File: config.mk
export PLATFORM = sky130hd
export DESIGN_NAME = telemetry_wconv_fifo
export DESIGN_NICKNAME = d
export VERILOG_FILES = /design/src/rtl/telemetry_wconv_fifo.sv
export SDC_FILE = /design/constraint.sdc
export NUM_CORES = 1
export LEC_CHECK = 0
export CORE_ASPECT_RATIO = 0.9
export CORE_UTILIZATION = 40
export CTS_BUF_LIST = sky130_fd_sc_hd__clkbuf_4 sky130_fd_sc_hd__clkbuf_8
export DETAILED_ROUTE_END_ITERATION = 10
export DONT_BUFFER_PORTS = 1
export PLACE_DENSITY_LB_ADDON = 0.08
export SLEW_MARGIN = 30
export SYNTH_ARGS = -nofsm -noshare
export SYNTH_HDL_FRONTEND = slang
export SYNTH_SLANG_ARGS = --single-unit
File: constraint.sdc
create_clock -name clk_i -period 3.8 [get_ports clk_i]
set_input_delay 0.57 -clock clk_i [delete_from_list [all_inputs] [get_ports clk_i]]
set_output_delay 0.57 -clock clk_i [all_outputs]
set_load 0.05 [all_outputs]
File: src/rtl/telemetry_wconv_fifo.sv
// Single-clock FIFO: whole DIN_W words in, DOUT_W sub-words out (MS sub-word first).
// Level/almost flags are decoded from registered state; error pulses are registered.
module telemetry_wconv_fifo #(
  parameter int DIN_W     = 32,
  parameter int DOUT_W    = 16,
  parameter int DEPTH     = 16,
  parameter int AF_MARGIN = 2,
  parameter int AE_MARGIN = 2,
  parameter int FWFT      = 1,
  localparam int R        = DIN_W / DOUT_W,
  localparam int LW       = $clog2(DEPTH * R) + 1
) (
  input  logic              clk_i,
  input  logic              rst_i,
  input  logic              wr_en_i,
  input  logic [DIN_W-1:0]  din_i,
  input  logic              rd_en_i,
  output logic [DOUT_W-1:0] dout_o,
  output logic              full_o,
  output logic              empty_o,
  output logic              almost_full_o,
  output logic              almost_empty_o,
  output logic [LW-1:0]     level_o,
  output logic              wr_err_o,
  output logic              rd_err_o
);

  localparam int AW = $clog2(DEPTH);
  localparam int PW = AW + 1;
  localparam int SW = (R > 1) ? $clog2(R) : 1;

  typedef logic [R-1:0][DOUT_W-1:0] entry_t;

  entry_t            mem_q [DEPTH];
  logic [PW-1:0]     wr_ptr_q, wr_ptr_d, rd_ptr_q, rd_ptr_d;
  logic [PW-1:0]     cnt_q, cnt_d;
  logic [SW-1:0]     sel_q, sel_d;
  logic              wr_err_q, rd_err_q;
  logic [DOUT_W-1:0] dout_q;

  logic              full, empty, wr_acc, rd_acc, last, rd_free;
  logic [LW-1:0]     level;
  logic [SW-1:0]     lane;
  logic [DOUT_W-1:0] head;

  // Readable sub-words: whole entries minus the sub-words already consumed from the head.
  assign level   = (LW'(cnt_q) * LW'(R)) - LW'(sel_q);
  assign full    = (cnt_q == PW'(DEPTH));
  assign empty   = (level == '0);
  assign wr_acc  = wr_en_i && !full;
  assign rd_acc  = rd_en_i && !empty;
  assign last    = (sel_q == SW'(R - 1));
  assign rd_free = rd_acc && last;

  // Packed lane R-1 holds the most-significant sub-word, which is read first.
  assign lane = SW'(R - 1) - sel_q;
  assign head = mem_q[rd_ptr_q[AW-1:0]][lane];

  always_comb begin
    wr_ptr_d = wr_ptr_q;
    rd_ptr_d = rd_ptr_q;
    sel_d    = sel_q;
    cnt_d    = cnt_q;
    if (wr_acc) wr_ptr_d = wr_ptr_q + PW'(1);
    if (rd_acc) begin
      if (last) begin
        sel_d    = '0;
        rd_ptr_d = rd_ptr_q + PW'(1);
      end else begin
        sel_d    = sel_q + SW'(1);
      end
    end
    case ({wr_acc, rd_free})
      2'b10:   cnt_d = cnt_q + PW'(1);
      2'b01:   cnt_d = cnt_q - PW'(1);
      default: cnt_d = cnt_q;
    endcase
  end

  always_ff @(posedge clk_i) begin
    if (rst_i) begin
      wr_ptr_q <= '0;
      rd_ptr_q <= '0;
      sel_q    <= '0;
      cnt_q    <= '0;
      wr_err_q <= 1'b0;
      rd_err_q <= 1'b0;
    end else begin
      wr_ptr_q <= wr_ptr_d;
      rd_ptr_q <= rd_ptr_d;
      sel_q    <= sel_d;
      cnt_q    <= cnt_d;
      wr_err_q <= wr_en_i && full;
      rd_err_q <= rd_en_i && empty;
    end
  end

  // Storage carries no reset so it maps onto plain RAM.
  always_ff @(posedge clk_i) begin
    if (wr_acc) mem_q[wr_ptr_q[AW-1:0]] <= entry_t'(din_i);
  end

  generate
    if (FWFT != 0) begin : g_fwft
      assign dout_o = empty ? '0 : head;
      assign dout_q = '0;
    end else begin : g_std
      always_ff @(posedge clk_i) begin
        if (rst_i)       dout_q <= '0;
        else if (rd_acc) dout_q <= head;
      end
      assign dout_o = dout_q;
    end
  endgenerate

  assign full_o         = full;
  assign empty_o        = empty;
  assign almost_full_o  = (cnt_q >= PW'(DEPTH - AF_MARGIN));
  assign almost_empty_o = (level <= LW'(AE_MARGIN));
  assign level_o        = level;
  assign wr_err_o       = wr_err_q;
  assign rd_err_o       = rd_err_q;

endmodule

# [Word-level counts from Yosys, hierarchy flattened]
# Memory sizes are Yosys's and may differ from the RTL's. A register that Yosys moved wholly into a read port is not among the register bits.
# Cells that the tools add are included.
[totals] ram_bits=512 in_bits=36 reg_bits=18 elab_cells=39 n_memories=1
[classes] add_sub_neg=7 n_reduce_logical=10 muxes=9 eq_ne=3 order_cmp=3
[mem_list] memory="mem_q" depth=16 width=32 read_ports=1 rd_clocked_by_memory_dff=1 wr=1 line_no="34" rtl="entry_t mem_q [DEPTH];"
[ops] op="16-bit two-way mux" n=3
[ops] op="5-bit by 1-bit adder with 5-bit output (second input constant)" n=3
[ops] op="5-bit one-hot mux with 2 select lines" n=1
[ops] op="4-bit two-way mux" n=2
[ops] op="6-bit by 2-bit <= comparator with 1-bit output (second input constant)" n=1
[ops] op="6-bit zero test" n=1
[ops] op="6-bit by 1-bit subtractor with 6-bit output" n=1
[ops] op="5-bit equality test (second input constant)" n=1
[ops] op="5-bit by 4-bit >= comparator with 1-bit output (second input constant)" n=1
[ops] op="1-bit logical AND" n=5
[ops] op="5-bit by 1-bit subtractor with 5-bit output (second input constant)" n=1
[ops] op="1-bit two-way mux" n=3
[ops] op="2-bit by 1-bit equality test with 1-bit output (second input constant)" n=1
[ops] op="2-bit equality test (second input constant)" n=1
[ops] op="1-bit zero test" n=2
[ops] op="1-bit by 2-bit less-than comparator with 1-bit output (second input constant)" n=1
[ops] op="2-bit AND reduction" n=1
[ops] op="2-bit nonzero test" n=1
[ops] op="1-bit adder (second input constant)" n=1
[ops] op="1-bit subtractor (first input constant)" n=1

# [Longest topological paths before layout]
[depth] word_depth=7 depth_mapped=13 mapped_depth_nobuf=11

# [Worst setup path after synthesis]
# Ideal clock, no wire load.
[synth_path] path_type="register to register" from="register cnt_q[2]" to="memory mem_q[3][0] in the netlist's numbering (enable)" arrival_ns=3.335 path_stages_with_launch=6 setup_ns=0.461 path_slack_ns=0.003 path_buffers=1 cell_sequence="dfxtp_1 buf_2 nor4_2 a21boi_2 nand2_1 nor3_1"
[synth_via] elab_chain_cells=5
[synth_rtl] item="start, declared" line_no="36" rtl="logic [PW-1:0] cnt_q, cnt_d;"
[synth_rtl] item="start signal, assigned" line_no="92" rtl="cnt_q <= cnt_d;"
[synth_rtl] item="5-bit equality test" line_no="48" rtl="assign full = (cnt_q == PW'(DEPTH));"
[synth_rtl] item="1-bit zero test" line_no="50" rtl="assign wr_acc = wr_en_i && !full;"
[synth_rtl] item="1-bit logical AND" line_no="50"
[synth_rtl] item="1-bit two-way mux" line_no="100" rtl="if (wr_acc) mem_q[wr_ptr_q[AW-1:0]] <= entry_t'(din_i);"
[synth_rtl] item="1-bit two-way mux (not written as such)" line_no="100"
[synth_rtl] item="end, declared" line_no="34"
# Every way passes these cells.

==> reports/metrics.yaml <==
finish:
  n_fill_cell: 4210
  layout_commonest_cell: "edfxtp_1"
  final_util: 0.477
  final_cell_mix: "edfxtp_1 (512), mux4_2 (128), clkbuf_8 (93)"
  syn2layout_area_growth_pct: 17.6
  drive_above_1_share: 0.313
  nets: 1127
timing:
  worstMarginPinSlew_ps: 770
  totalNegativeSetupSlack_ps: 0
  final-hold-violation-count: 0
  max_freq_ghz: 0.281
  fin_crit_sh: 0.938
  finalSetupViolCount: 0
  relSlewSlack: 0.487
  finalCriticalPeriod_ps: 3560
  fin_skew_ps: 27.2
  slew_violations: 0
  rsz0062_at_grt: "false"
synthesis:
  synth_top_area_share: 0.750
  yosys.area.top_type: "edfxtp_1"
  synth_enable_flop_cells: 512
  synth_ff_type: "edfxtp_1"
  synth-seq-cells: 532
  async_flop_share: 0
  yosys-top-cells-area: "edfxtp_1 (75%), mux4_2 (14%), a22oi_1 (2.4%)"
  yosysSeqAreaShare: 0.769
  yosysWarnings: 0
  ys_types: 42
  synth_fp_nets: 998
  syn_inst: 950
  syn-cell-area_sq_mm: 0.0205
  avgSynthCellArea_sq_um: 21.6
routing:
  drt-wirelength-per-cell_um: 27.5
  ant_nets: 0
  drc_errors: 0
  vias: 9850
  drt_iter0_drc: 959
  dr.pass1.iters: 7
  via_per_inst: 5.39
  wirelength_um: 50300
critical_path:
  end_kind: "output pin"
  reg2regPathDepth: 12
  crit_path_start_kind: "flop"
  cp_max_fo: 31
  r2r_start: "cnt_q[0]$_SDFFE_PP0P_"
  cp.required_ps: 3230
  critical_path_class: "flop to output pin"
  reg2reg_slack_ps: 730
  worstPathArrival_ps: 2990
cts:
  clock_path_buffers: 3
  cts_tree: "built"
  cts_setup_buffers: 0
  cts_root_buffer: "clkbuf_8"
  htree_levels: 3
  clock_sinks: 532
  clock_latency_ps: 660
  numCtsBuffers: 88
  path_clk_slew_ps: 60
place:
  hpwlAfterDp_um: 27000
  gp_congestion: 0.721
  portBuffers: 0
status:
  status: "complete, no violations"
power_and_ir_drop:
  leakagePower_uw: 0.00757
  powerDensity_mw_per_mm2: 600
  ir_drop_mv: 0.416
floorplanning:
  die_area_sq_mm: 0.0522
  coreArea_sq_mm: 0.0506
  row_count: 78
  initial_core_util: 0.406
  die_w_um: 241
  io_pins: 64
  fp.dieH_um: 217
worst_hold_path:
  min_from: "rd_en_i"
  hp-class: "primary input to flop"
  hold_depth: 1
global_routing:
  grtUsageTotal: 0.200
  first_global_vias: 10500
  gr-total-overflow: 0
  grt_pass1_wl_um: 73400
  grt_max_degree: 36
  antenna_found_initial: 3
job:
  maxCapViolations: 0
power by group:
part	internal, uW	switching [uW]
logic	1290	1690
registers	6550	88.1
clock network	2640	2210
total	10500	3990
repair_timing:
item	4_1_cts	5_1_grt
hold buffers	33	0
gates resized for setup	0	1
endpoints found under the hold margin	531	0
endpoints found under the setup margin	0	1
layout make-up:
| cell class | count | area (sq um) | area share |
|---|---|---|---|
| sequential | 532 | 15800 | 0.655 |
| clock buffer | 126 | 1530 | 0.0634 |
| tap | 680 | 851 | 0.0353 |
| clock inverter | 31 | 159 | 0.00659 |
| multi-input combinational | 355 | 4550 | 0.189 |
| timing repair buffer | 95 | 1210 | 0.0503 |
| antenna | 2 | 5.00 | 0.000208 |
| inverter | 7 | 26.3 | 0.00109 |
flip-flops by register name, summed over array words and instances (netlist names), named ones only:
register / cells
cnt_q: 5
mem_q: 512
wr_ptr_q: 4
rd_err_o: 1
last: 1
rd_ptr_q: 4
wr_err_o: 1
final timing paths:
path                               to
min               rd_err_o$_SDFF_PP0_
max                        dout_o[14]
max reg2reg     cnt_q[4]$_SDFFE_PP0P_
min reg2reg  rd_ptr_q[3]$_SDFFE_PP0P_
critical path: stages (launching register included):
cell	delay, ps
dfxtp_4	490
buf_12	290
mux4_2	540
a22oi_1	290
nand2_1	150
a22o_1	340
buf_12	180
stage by stage:
stage	worst slack, ps	area (sq um)	total power (uW)	hold WS, ps	instances
2_1_floorplan	3.41	20500	8630	485	950
3_3_place_gp	803	22100	9690	508	1636
3_5_place_dp	780	22100	9700	515	1636
4_1_cts	121	24100	14700	18.4	1826
5_1_grt	16.6	24100	15000	26.4	1827
6_report	236	24100	14500	85.3	1828
metal layers:
| metal | routed length [um] | vias up | track usage | part of all wire |
|---|---|---|---|---|
| met5 | 13 | - | 0 | 0.00026 |
| met4 | 679 | 2 | 0.0469 | 0.014 |
| met3 | 2340 | 65 | 0.0412 | 0.047 |
| met2 | 24800 | 246 | 0.321 | 0.49 |
| met1 | 22400 | 5290 | 0.282 | 0.45 |
| li1 | - | 4247 | - | - |
cells in the mapped netlist (all sizes together), types with 7 or more instances:
master / instances
buf: 26
clkbuf: 30
a22oi: 65
xor2: 10
ha: 12
a22o: 17
mux4: 128
nor2: 34
nand2: 42
edfxtp: 512
inv: 7
dfxtp: 20
cells by family after synthesis:
family | after synthesis | synth area share
buf+inv | 63 | 0.0155
simple gates | 102 | 0.0239
flops | 532 | 0.769
compound gates | 95 | 0.0352
fa+ha+maj | 12 | 0.00732
mux | 131 | 0.142
xor+xnor | 15 | 0.00677
Power figures use the tool's default switching activity.
